[src/rtl/key_conditioner.sv]
// Multi-channel push-button front end: synchronise, debounce on a shared slow
// tick, and classify each key into level, edge, short/long-press and toggle outputs.

module key_channel #(
    parameter int DEBOUNCE_TICKS = 20,
    parameter int LONG_TICKS     = 1000,
    parameter int CNT_W          = 12
) (
    input  logic sys_clk,
    input  logic rst_n,
    input  logic tick,
    input  logic key_raw,
    input  logic toggle_en,
    output logic key_level,
    output logic key_press,
    output logic key_release,
    output logic key_short,
    output logic key_long,
    output logic key_toggle
);
    localparam int DEB_W = (DEBOUNCE_TICKS > 1) ? $clog2(DEBOUNCE_TICKS) : 1;

    typedef enum logic [1:0] {IDLE, PRESSED, LONG_HELD} state_t;

    state_t             state_q, state_d;
    logic [1:0]         sync_q, sync_d;
    logic [DEB_W-1:0]   deb_cnt_q, deb_cnt_d;
    logic [CNT_W-1:0]   hold_cnt_q, hold_cnt_d;
    logic               level_q, level_d;
    logic               level_prev_q, level_prev_d;
    logic               press_q, press_d;
    logic               release_q, release_d;
    logic               short_q, short_d;
    logic               long_q, long_d;
    logic               toggle_q, toggle_d;
    logic               rise, fall;

    assign rise = level_q & ~level_prev_q;
    assign fall = ~level_q & level_prev_q;

    always_comb begin
        sync_d       = {sync_q[0], key_raw};
        deb_cnt_d    = deb_cnt_q;
        level_d      = level_q;
        level_prev_d = level_q;
        press_d      = rise;
        release_d    = fall;
        short_d      = 1'b0;
        long_d       = 1'b0;
        toggle_d     = toggle_q ^ (press_q & toggle_en);
        hold_cnt_d   = hold_cnt_q;
        state_d      = state_q;

        if (tick) begin
            if (sync_q[1] != level_q) begin
                if (deb_cnt_q == DEB_W'(DEBOUNCE_TICKS - 1)) begin
                    level_d   = ~level_q;
                    deb_cnt_d = '0;
                end else begin
                    deb_cnt_d = deb_cnt_q + DEB_W'(1);
                end
            end else begin
                deb_cnt_d = '0;
            end
        end

        // A fall is checked before the hold threshold so it wins a tie.
        case (state_q)
            IDLE: begin
                hold_cnt_d = '0;
                if (rise) state_d = PRESSED;
            end
            PRESSED: begin
                if (fall) begin
                    short_d    = 1'b1;
                    hold_cnt_d = '0;
                    state_d    = IDLE;
                end else if (tick) begin
                    hold_cnt_d = hold_cnt_q + CNT_W'(1);
                    if (hold_cnt_d == CNT_W'(LONG_TICKS)) begin
                        long_d  = 1'b1;
                        state_d = LONG_HELD;
                    end
                end
            end
            LONG_HELD: begin
                if (fall) begin
                    hold_cnt_d = '0;
                    state_d    = IDLE;
                end
            end
            default: begin
                hold_cnt_d = '0;
                state_d    = IDLE;
            end
        endcase
    end

    always_ff @(posedge sys_clk) begin
        if (rst_n) begin
            state_q      <= IDLE;
            sync_q       <= '0;
            deb_cnt_q    <= '0;
            hold_cnt_q   <= '0;
            level_q      <= 1'b0;
            level_prev_q <= 1'b0;
            press_q      <= 1'b0;
            release_q    <= 1'b0;
            short_q      <= 1'b0;
            long_q       <= 1'b0;
            toggle_q     <= 1'b0;
        end else begin
            state_q      <= state_d;
            sync_q       <= sync_d;
            deb_cnt_q    <= deb_cnt_d;
            hold_cnt_q   <= hold_cnt_d;
            level_q      <= level_d;
            level_prev_q <= level_prev_d;
            press_q      <= press_d;
            release_q    <= release_d;
            short_q      <= short_d;
            long_q       <= long_d;
            toggle_q     <= toggle_d;
        end
    end

    assign key_level   = level_q;
    assign key_press   = press_q;
    assign key_release = release_q;
    assign key_short   = short_q;
    assign key_long    = long_q;
    assign key_toggle  = toggle_q;
endmodule

module key_conditioner #(
    parameter int N_KEYS         = 4,
    parameter int CLK_HZ         = 100000000,
    parameter int TICK_HZ        = 1000,
    parameter int DEBOUNCE_TICKS = 20,
    parameter int LONG_TICKS     = 1000,
    parameter int CNT_W          = 12
) (
    input  logic              sys_clk,
    input  logic              rst_n,
    input  logic [N_KEYS-1:0] key_raw,
    input  logic [N_KEYS-1:0] toggle_en,
    output logic [N_KEYS-1:0] key_level,
    output logic [N_KEYS-1:0] key_press,
    output logic [N_KEYS-1:0] key_release,
    output logic [N_KEYS-1:0] key_short,
    output logic [N_KEYS-1:0] key_long,
    output logic [N_KEYS-1:0] key_toggle,
    output logic              tick
);
    localparam int DIV   = CLK_HZ / TICK_HZ;
    localparam int DIV_W = (DIV > 1) ? $clog2(DIV) : 1;

    if (DIV < 2) begin : g_bad_div
        $error("key_conditioner: CLK_HZ/TICK_HZ must be >= 2");
    end
    if ((2 ** CNT_W) <= LONG_TICKS) begin : g_bad_cnt
        $error("key_conditioner: CNT_W too narrow for LONG_TICKS");
    end
    if (DEBOUNCE_TICKS < 1 || LONG_TICKS <= DEBOUNCE_TICKS) begin : g_bad_ticks
        $error("key_conditioner: need 1 <= DEBOUNCE_TICKS < LONG_TICKS");
    end

    logic [DIV_W-1:0] div_cnt_q, div_cnt_d;

    assign tick = (div_cnt_q == DIV_W'(DIV - 1));

    always_comb begin
        div_cnt_d = tick ? '0 : div_cnt_q + DIV_W'(1);
    end

    always_ff @(posedge sys_clk) begin
        if (rst_n) div_cnt_q <= '0;
        else       div_cnt_q <= div_cnt_d;
    end

    for (genvar i = 0; i < N_KEYS; i++) begin : g_ch
        key_channel #(
            .DEBOUNCE_TICKS (DEBOUNCE_TICKS),
            .LONG_TICKS     (LONG_TICKS),
            .CNT_W          (CNT_W)
        ) u_ch (
            .sys_clk     (sys_clk),
            .rst_n       (rst_n),
            .tick        (tick),
            .key_raw     (key_raw[i]),
            .toggle_en   (toggle_en[i]),
            .key_level   (key_level[i]),
            .key_press   (key_press[i]),
            .key_release (key_release[i]),
            .key_short   (key_short[i]),
            .key_long    (key_long[i]),
            .key_toggle  (key_toggle[i])
        );
    end
endmodule

[config.mk]
export PLATFORM = sky130hd
export DESIGN_NAME = key_conditioner
export DESIGN_NICKNAME = d
export VERILOG_FILES = /design/src/rtl/key_conditioner.sv
export SDC_FILE = /design/constraint.sdc
export NUM_CORES = 1
export LEC_CHECK = 0
export CORE_MARGIN = 2
export CORE_UTILIZATION = 50
export DETAILED_ROUTE_END_ITERATION = 8
export PLACE_DENSITY = 0.69
export SLEW_MARGIN = 20
export SYNTH_ARGS = -nofsm -noshare
export SYNTH_HDL_FRONTEND = slang
export SYNTH_SLANG_ARGS = --single-unit
[constraint.sdc]
create_clock -name sys_clk -period 3 [get_ports sys_clk]
set_input_delay 0.75 -clock sys_clk [delete_from_list [all_inputs] [get_ports sys_clk]]
set_output_delay 0.75 -clock sys_clk [all_outputs]
set_load 0.005 [all_outputs]
==> impl_metrics.ini, run 1 <==
[outcome]
status = completed

[yosys]
synth_area_per_cell_um2 = 8.41
synth_compound_area_share_pct = 14.2
synth_flop_cell = dfxtp_1
synth_cells = 763
synth-xor-area-share_pct = 7.64
synth_top_area_cell = dfxtp_1
synthMuxAreaShare_pct = 0.312
ys_types = 67
postSynth.asyncResetShare_pct = 0
synth_top_family_by_area = simple AND/OR/NAND/NOR gates
ys_seq_elements = 129
synthSimpleGateAreaFrac_pct = 29.4
synth_area_um2 = 6420
syn-num-nets = 786
synthDominantCellAreaShare_pct = 40.2
yosysSeqAreaShare_pct = 40.2
synth_edf_count = 0
synth_fa_ha_area_share_pct = 2.69
yosys_warnings = 0
synthTopCellsByArea = dfxtp_1 (40%), xor2_1 (5.0%), nor2_1 (5.0%), a21oi_1 (4.0%), nand3_1 (3.7%)

[setup_path]
crit_type = reg -> out
slowest_stage = clkdlybuf4s50_1
rr_endpoint = g_ch[0].u_ch.hold_cnt_q[6]
r2r_cells = 6
rr_startpoint = div_cnt_q[12]
crit_chain = ha_2 > and4_4 > and3_4 > nand3_2 > inv_1 > clkdlybuf4s50_1
required_ps = 2250
path_max_fanout = 4
crit_path_max_incr_delay_ps = 500
worstSetupEndpointType = output pin
start_kind = register
cp_top_family = buffers and inverters
path_buf_inv = 2
arrival_ps = 2140
rrSetupSlack_ps = 300

[placement]
post_dp_cell_area_um2 = 6730
dp.cells = 925
hpwl_um = 9580
numPortBuffers = 34
gp_congestion = 0.824

[clock_tree]
cts_tree = yes
cts_inserted_buffers = 17
cts-root-buf = clkbuf_16
htree_levels = 4
clk_pin_slew_ps = 50
clkLatencyLatePin_ps = 420
cts_hold_buffers = 0
cts_sinks = 129
clock_path_buffers = 2

[floorplan]
fp.dieW_um = 117
die-area_um2 = 13800
die_h_um = 117
io_pins = 35
fp-row-count = 41
initial_core_util_pct = 51.1
coreArea_um2 = 12600

[hold_path]
min_from = div_cnt_q[0]
hold_depth = 1
hold_end = div_cnt_q[0]
hold_class = reg -> reg

[job]
cap_violations = 0

[final_layout]
most-common-layout-cells = dfxtp_1 (128), nor2_1 (86), nand2_1 (55)
antenna_cells = 0
stdcell_area_um2 = 7360
nets = 795
area_growth_pct = 14.8
final_layout_size_suffix_gt1_share_pct = 8.28
final_cell_count_no_fill = 957
final_common_cell = dfxtp_1
nFillCells = 1115

[drt]
drt_iter0_drc = 325
wirelength_um = 13800
routedWlPerCell_um = 14.4
routed_via_density = 5.62
num_vias = 5379
first_pass_iters = 5
ant_nets = 0
route.detailed.drc = 0

[power_and_ir_drop]
powerDensity_nw_per_um2 = 530
total_leakage_power_nw = 2.64
peakVddDrop_uv = 345

[sta]
final-setup-viol-count = 0
post-route-min-period_ps = 2890
slew_headroom_pct = 40.1
finalHoldViolCount = 0
fin_tns_setup_ps = 0
hold_slack_ps = 427
fmax_ghz = 0.347
period_share_pct = 96.2
drv_slew = 0
fin_worst_skew_ps = 8.42
rsz0062_at_grt = false
worstMarginPinSlew_ps = 899

[global_routing]
grt_pass1_vias = 5149
grt_start_max_net_pins = 41
grt_antenna_before_repair = 0
grt_pass1_wl_um = 23500
gr-total-overflow = 0
groute.usage.overall_pct = 21.7
## cell type report
type / count / area [um2] / share of cell area, %
clock buffers: 20 / 457 / 6.20
clock inverters: 12 / 158 / 2.14
inverters: 12 / 45.0 / 0.612
multi-input cells: 568 / 3500 / 47.5
flip-flops and latches: 129 / 2580 / 35.1
well taps: 172 / 215 / 2.92
repair buffers: 44 / 410 / 5.57
## power breakdown
group | leakage (nW) | total [mW] | internal (mW) | switching (mW)
combinational | 1.31 | 0.0537 | 0.0217 | 0.0320
clock | 0.293 | 2.12 | 1.35 | 0.768
sequential | 1.04 | 1.73 | 1.72 | 0.00482
total | 2.64 | 3.90 | 3.10 | 0.805
## through the flow
| stage | util, % | total power, mW | setup slack, ps |
|---|---|---|---|
| after floorplan | - | 1.80 | 757 |
| after global placement | 53.5 | 1.82 | 352 |
| after detailed placement | 53.5 | 1.82 | 243 |
| after CTS | 58.5 | 3.94 | 4.15 |
| after global routing | 58.6 | 4.02 | 16.3 |
| final | 58.6 | 3.90 | 114 |
## logic make-up (layout without fill, tap and decap cells)
logic type,count (synthesis),count (layout)
AO/OA/AOI/OAI,148,148
XOR/XNOR,56,56
adder cells (fa/ha/maj),14,14
buffers and inverters,66,88
flip-flops,129,129
multiplexers,2,2
AND/OR/NAND/NOR,348,348
## worst reg2reg max path: cells and delay by family, from the launching register on
family / cells / cell delay [ps]
DFF: 1 / 360
and+or+nand+nor: 2 / 1140
AOI/OAI and AO/OA: 4 / 1080
## worst max-delay path by stage
| stage | end | from | slack (ps) | depth (start not counted) |
|---|---|---|---|---|
| final | tick | div_cnt_q[0] | 110 | 6 |
| after global routing | tick | div_cnt_q[1] | 20 | 6 |
| after CTS | tick | div_cnt_q[0] | 4 | 6 |
| after detailed placement | g_ch[0].u_ch.hold_cnt_q[6] | div_cnt_q[12] | 240 | 6 |
| after global placement | g_ch[0].u_ch.hold_cnt_q[6] | div_cnt_q[12] | 350 | 6 |
| after floorplan | g_ch[3].u_ch.hold_cnt_q[9] | div_cnt_q[12] | 760 | 8 |
## cell usage after synthesis (19+ instances only)
library cell  instances
nor2b_1              22
dfxtp_1             129
xnor2_1              19
a21oi_1              51
nand3_1              47
buf_4                24
nand2_1              55
o21ai_0              43
nand2b_1             19
nor2_1               86
xor2_1               37
clkbuf_1             20
## flip-flops by register name, indices dropped and copies added, names as in the netlist
register and count:
div_cnt_q 17, g_ch.u_ch.state_q 8, g_ch.u_ch.level_prev_q 4, g_ch.u_ch.key_level 4, g_ch.u_ch.key_release 4, g_ch.u_ch.key_toggle 4, g_ch.u_ch.key_press 4, g_ch.u_ch.deb_cnt_q 20
g_ch.u_ch.sync_q 8, g_ch.u_ch.hold_cnt_q 48, g_ch.u_ch.key_short 4, g_ch.u_ch.key_long 4
## repair_timing
item	4_1_cts	5_1_grt
gates resized for setup	3	5
setup buffers	0	0
endpoints found under the setup margin	1	7
## layer usage
layer	global-route usage, %	part of all wire (%)	up-vias
met2	36.3	49	123
met3	5.36	3.7	18
li1	-	-	2702
met4	11.6	1.9	0
met1	25.8	45	2536
met5	0	0	-
Note: power is estimated with default switching activity, not from simulation.
==> run 2: changes to the inputs <==
--- a/config.mk
+++ b/config.mk
@@ -8,7 +8,7 @@
 export CORE_MARGIN = 2
 export CORE_UTILIZATION = 50
 export DETAILED_ROUTE_END_ITERATION = 8
-export PLACE_DENSITY = 0.69
+export PLACE_DENSITY = 0.66
 export SLEW_MARGIN = 20
 export SYNTH_ARGS = -nofsm -noshare
 export SYNTH_HDL_FRONTEND = slang
==> constraint.sdc (replaced) <==
create_clock -name sys_clk -period 2.75 [get_ports sys_clk]
set_input_delay 0.6875 -clock sys_clk [delete_from_list [all_inputs] [get_ports sys_clk]]
set_output_delay 0.6875 -clock sys_clk [all_outputs]
set_load 0.005 [all_outputs]
==> impl_metrics.ini, run 2 (synthesized netlist as in run 1, its figures left out) <==
[clock_tree]
clkLatencyLatePin_ps = 410
clk_pin_slew_ps = 50
cts_tree = yes
cts_inserted_buffers = 17
clock_path_buffers = 2
cts_sinks = 129
cts-root-buf = clkbuf_16
htree_levels = 4
cts_hold_buffers = 0

[sta]
rsz0062_at_grt = false
fmax_ghz = 0.400
final-setup-viol-count = 0
slew_headroom_pct = 54.2
fin_worst_skew_ps = 5.91
period_share_pct = 90.8
drv_slew = 0
post-route-min-period_ps = 2500
worstMarginPinSlew_ps = 687
finalHoldViolCount = 0
fin_tns_setup_ps = 0

[floorplan]
fp.dieW_um = 117
initial_core_util_pct = 51.1
coreArea_um2 = 12600
die_h_um = 117
fp-row-count = 41
io_pins = 35
die-area_um2 = 13800

[hold_path]
hold_class = reg -> reg

[job]
cap_violations = 0

[drt]
drt_iter0_drc = 467
routedWlPerCell_um = 14.1
wirelength_um = 13600
route.detailed.drc = 0
first_pass_iters = 4
routed_via_density = 5.57
num_vias = 5370
ant_nets = 0

[final_layout]
area_growth_pct = 14.9
top_register = g_ch.u_ch.hold_cnt_q
largest_reg_flops = 48
final_common_cell = dfxtp_1
most-common-layout-cells = dfxtp_1 (128), nor2_1 (86), nand2_1 (55)
final_layout_size_suffix_gt1_share_pct = 8.96
reg.largest.list = g_ch.u_ch.hold_cnt_q: 48 flops, g_ch.u_ch.deb_cnt_q: 20 flops, div_cnt_q: 17 flops
antenna_cells = 0
nets = 803

[setup_path]
required_ps = 3100
start_kind = register
path_max_fanout = 6
crit_type = reg -> reg
arrival_ps = 2840
worstSetupEndpointType = register

[placement]
hpwl_um = 9230
gp_congestion = 0.837
numPortBuffers = 34

[global_routing]
gr-total-overflow = 0
grt_start_max_net_pins = 36
grt_pass1_wl_um = 22900
grt_antenna_before_repair = 0
groute.usage.overall_pct = 20.9
grt_pass1_vias = 5015

[power_and_ir_drop]
total_leakage_power_nw = 2.68
total_power_mw = 4.03
peakVddDrop_uv = 603
powerDensity_nw_per_um2 = 546

[outcome]
status = completed
[run 2: cell types whose count changed in the layout (fill, tap and decap cells not counted), sizes merged, moves of 2 or more]
cell | before | now
buf | 11 | 19
clkinvlp | 3 | 0
bufinv | 3 | 1
clkbuf | 20 | 25
[run 2: critical path: stages, from the launching register on]
cell      delay, ps
dfxtp_1         430
ha_1            230
nand3_1         160
or2_1           300
or4_1           470
o311ai_0        200
or4b_1          500
a21oi_1         140
[run 2: stage by stage]
| stage | worst slack [ps] | instance area (um2) | cells | hold WS [ps] | utilization (%) |
|---|---|---|---|---|---|
| after global placement | 271 | 6780 | 931 | 422 | 53.9 |
| after global routing | 85.6 | 7380 | 964 | 445 | 58.7 |
| after detailed placement | 246 | 6780 | 931 | 428 | 53.9 |
| after CTS | 3.56 | 7370 | 963 | 420 | 58.6 |
| final | 252 | 7380 | 964 | 418 | 58.7 |
| after floorplan | 507 | 6420 | 763 | 404 | - |
[run 2: final timing paths]
| kind | startpoint | endpoint | slack (ps) | cells after the start |
|---|---|---|---|---|
| max | g_ch[3].u_ch.hold_cnt_q[1] | g_ch[3].u_ch.state_q[1] | 250 | 7 |
| min | div_cnt_q[0] | div_cnt_q[0] | 420 | 1 |
| max reg2reg | g_ch[3].u_ch.hold_cnt_q[1] | g_ch[3].u_ch.state_q[1] | 250 | 7 |
| min reg2reg | div_cnt_q[0] | div_cnt_q[0] | 420 | 1 |
[run 2: final cells by class]
| type | count | area, um2 |
|---|---|---|
| flip-flops and latches | 129 | 2580 |
| inverters | 12 | 45.0 |
| multi-input cells | 568 | 3510 |
| well taps | 172 | 215 |
| fillers | 1127 | 5190 |
| clock inverters | 6 | 55.1 |
| repair buffers | 52 | 473 |
| clock buffers | 25 | 495 |
[run 2: power by group]
part           total (mW)  internal, mW  switching, mW
combinational      0.0591        0.0246         0.0345
sequential           1.89          1.88        0.00541
clock                2.08          1.32          0.756
total                4.03          3.23          0.796
[run 2: what timing repair did]
action                     in CTS  in global routing
setup endpoints to repair       1                  4
gates cloned                    0                  0
setup buffers                   1                  1
pin swaps                       1                  0
gates resized for setup         8                  1
[run 2: layer usage]
layer  up-vias  wire (um)  track usage, %  share of wire (%)
met3        18        550            5.56                4.1
li1       2724          -               -                  -
met1      2515       6350            26.0                 47
met4         0        218            6.82                1.6
met2       113       6430            35.3                 47
met5         -          0               0                  0
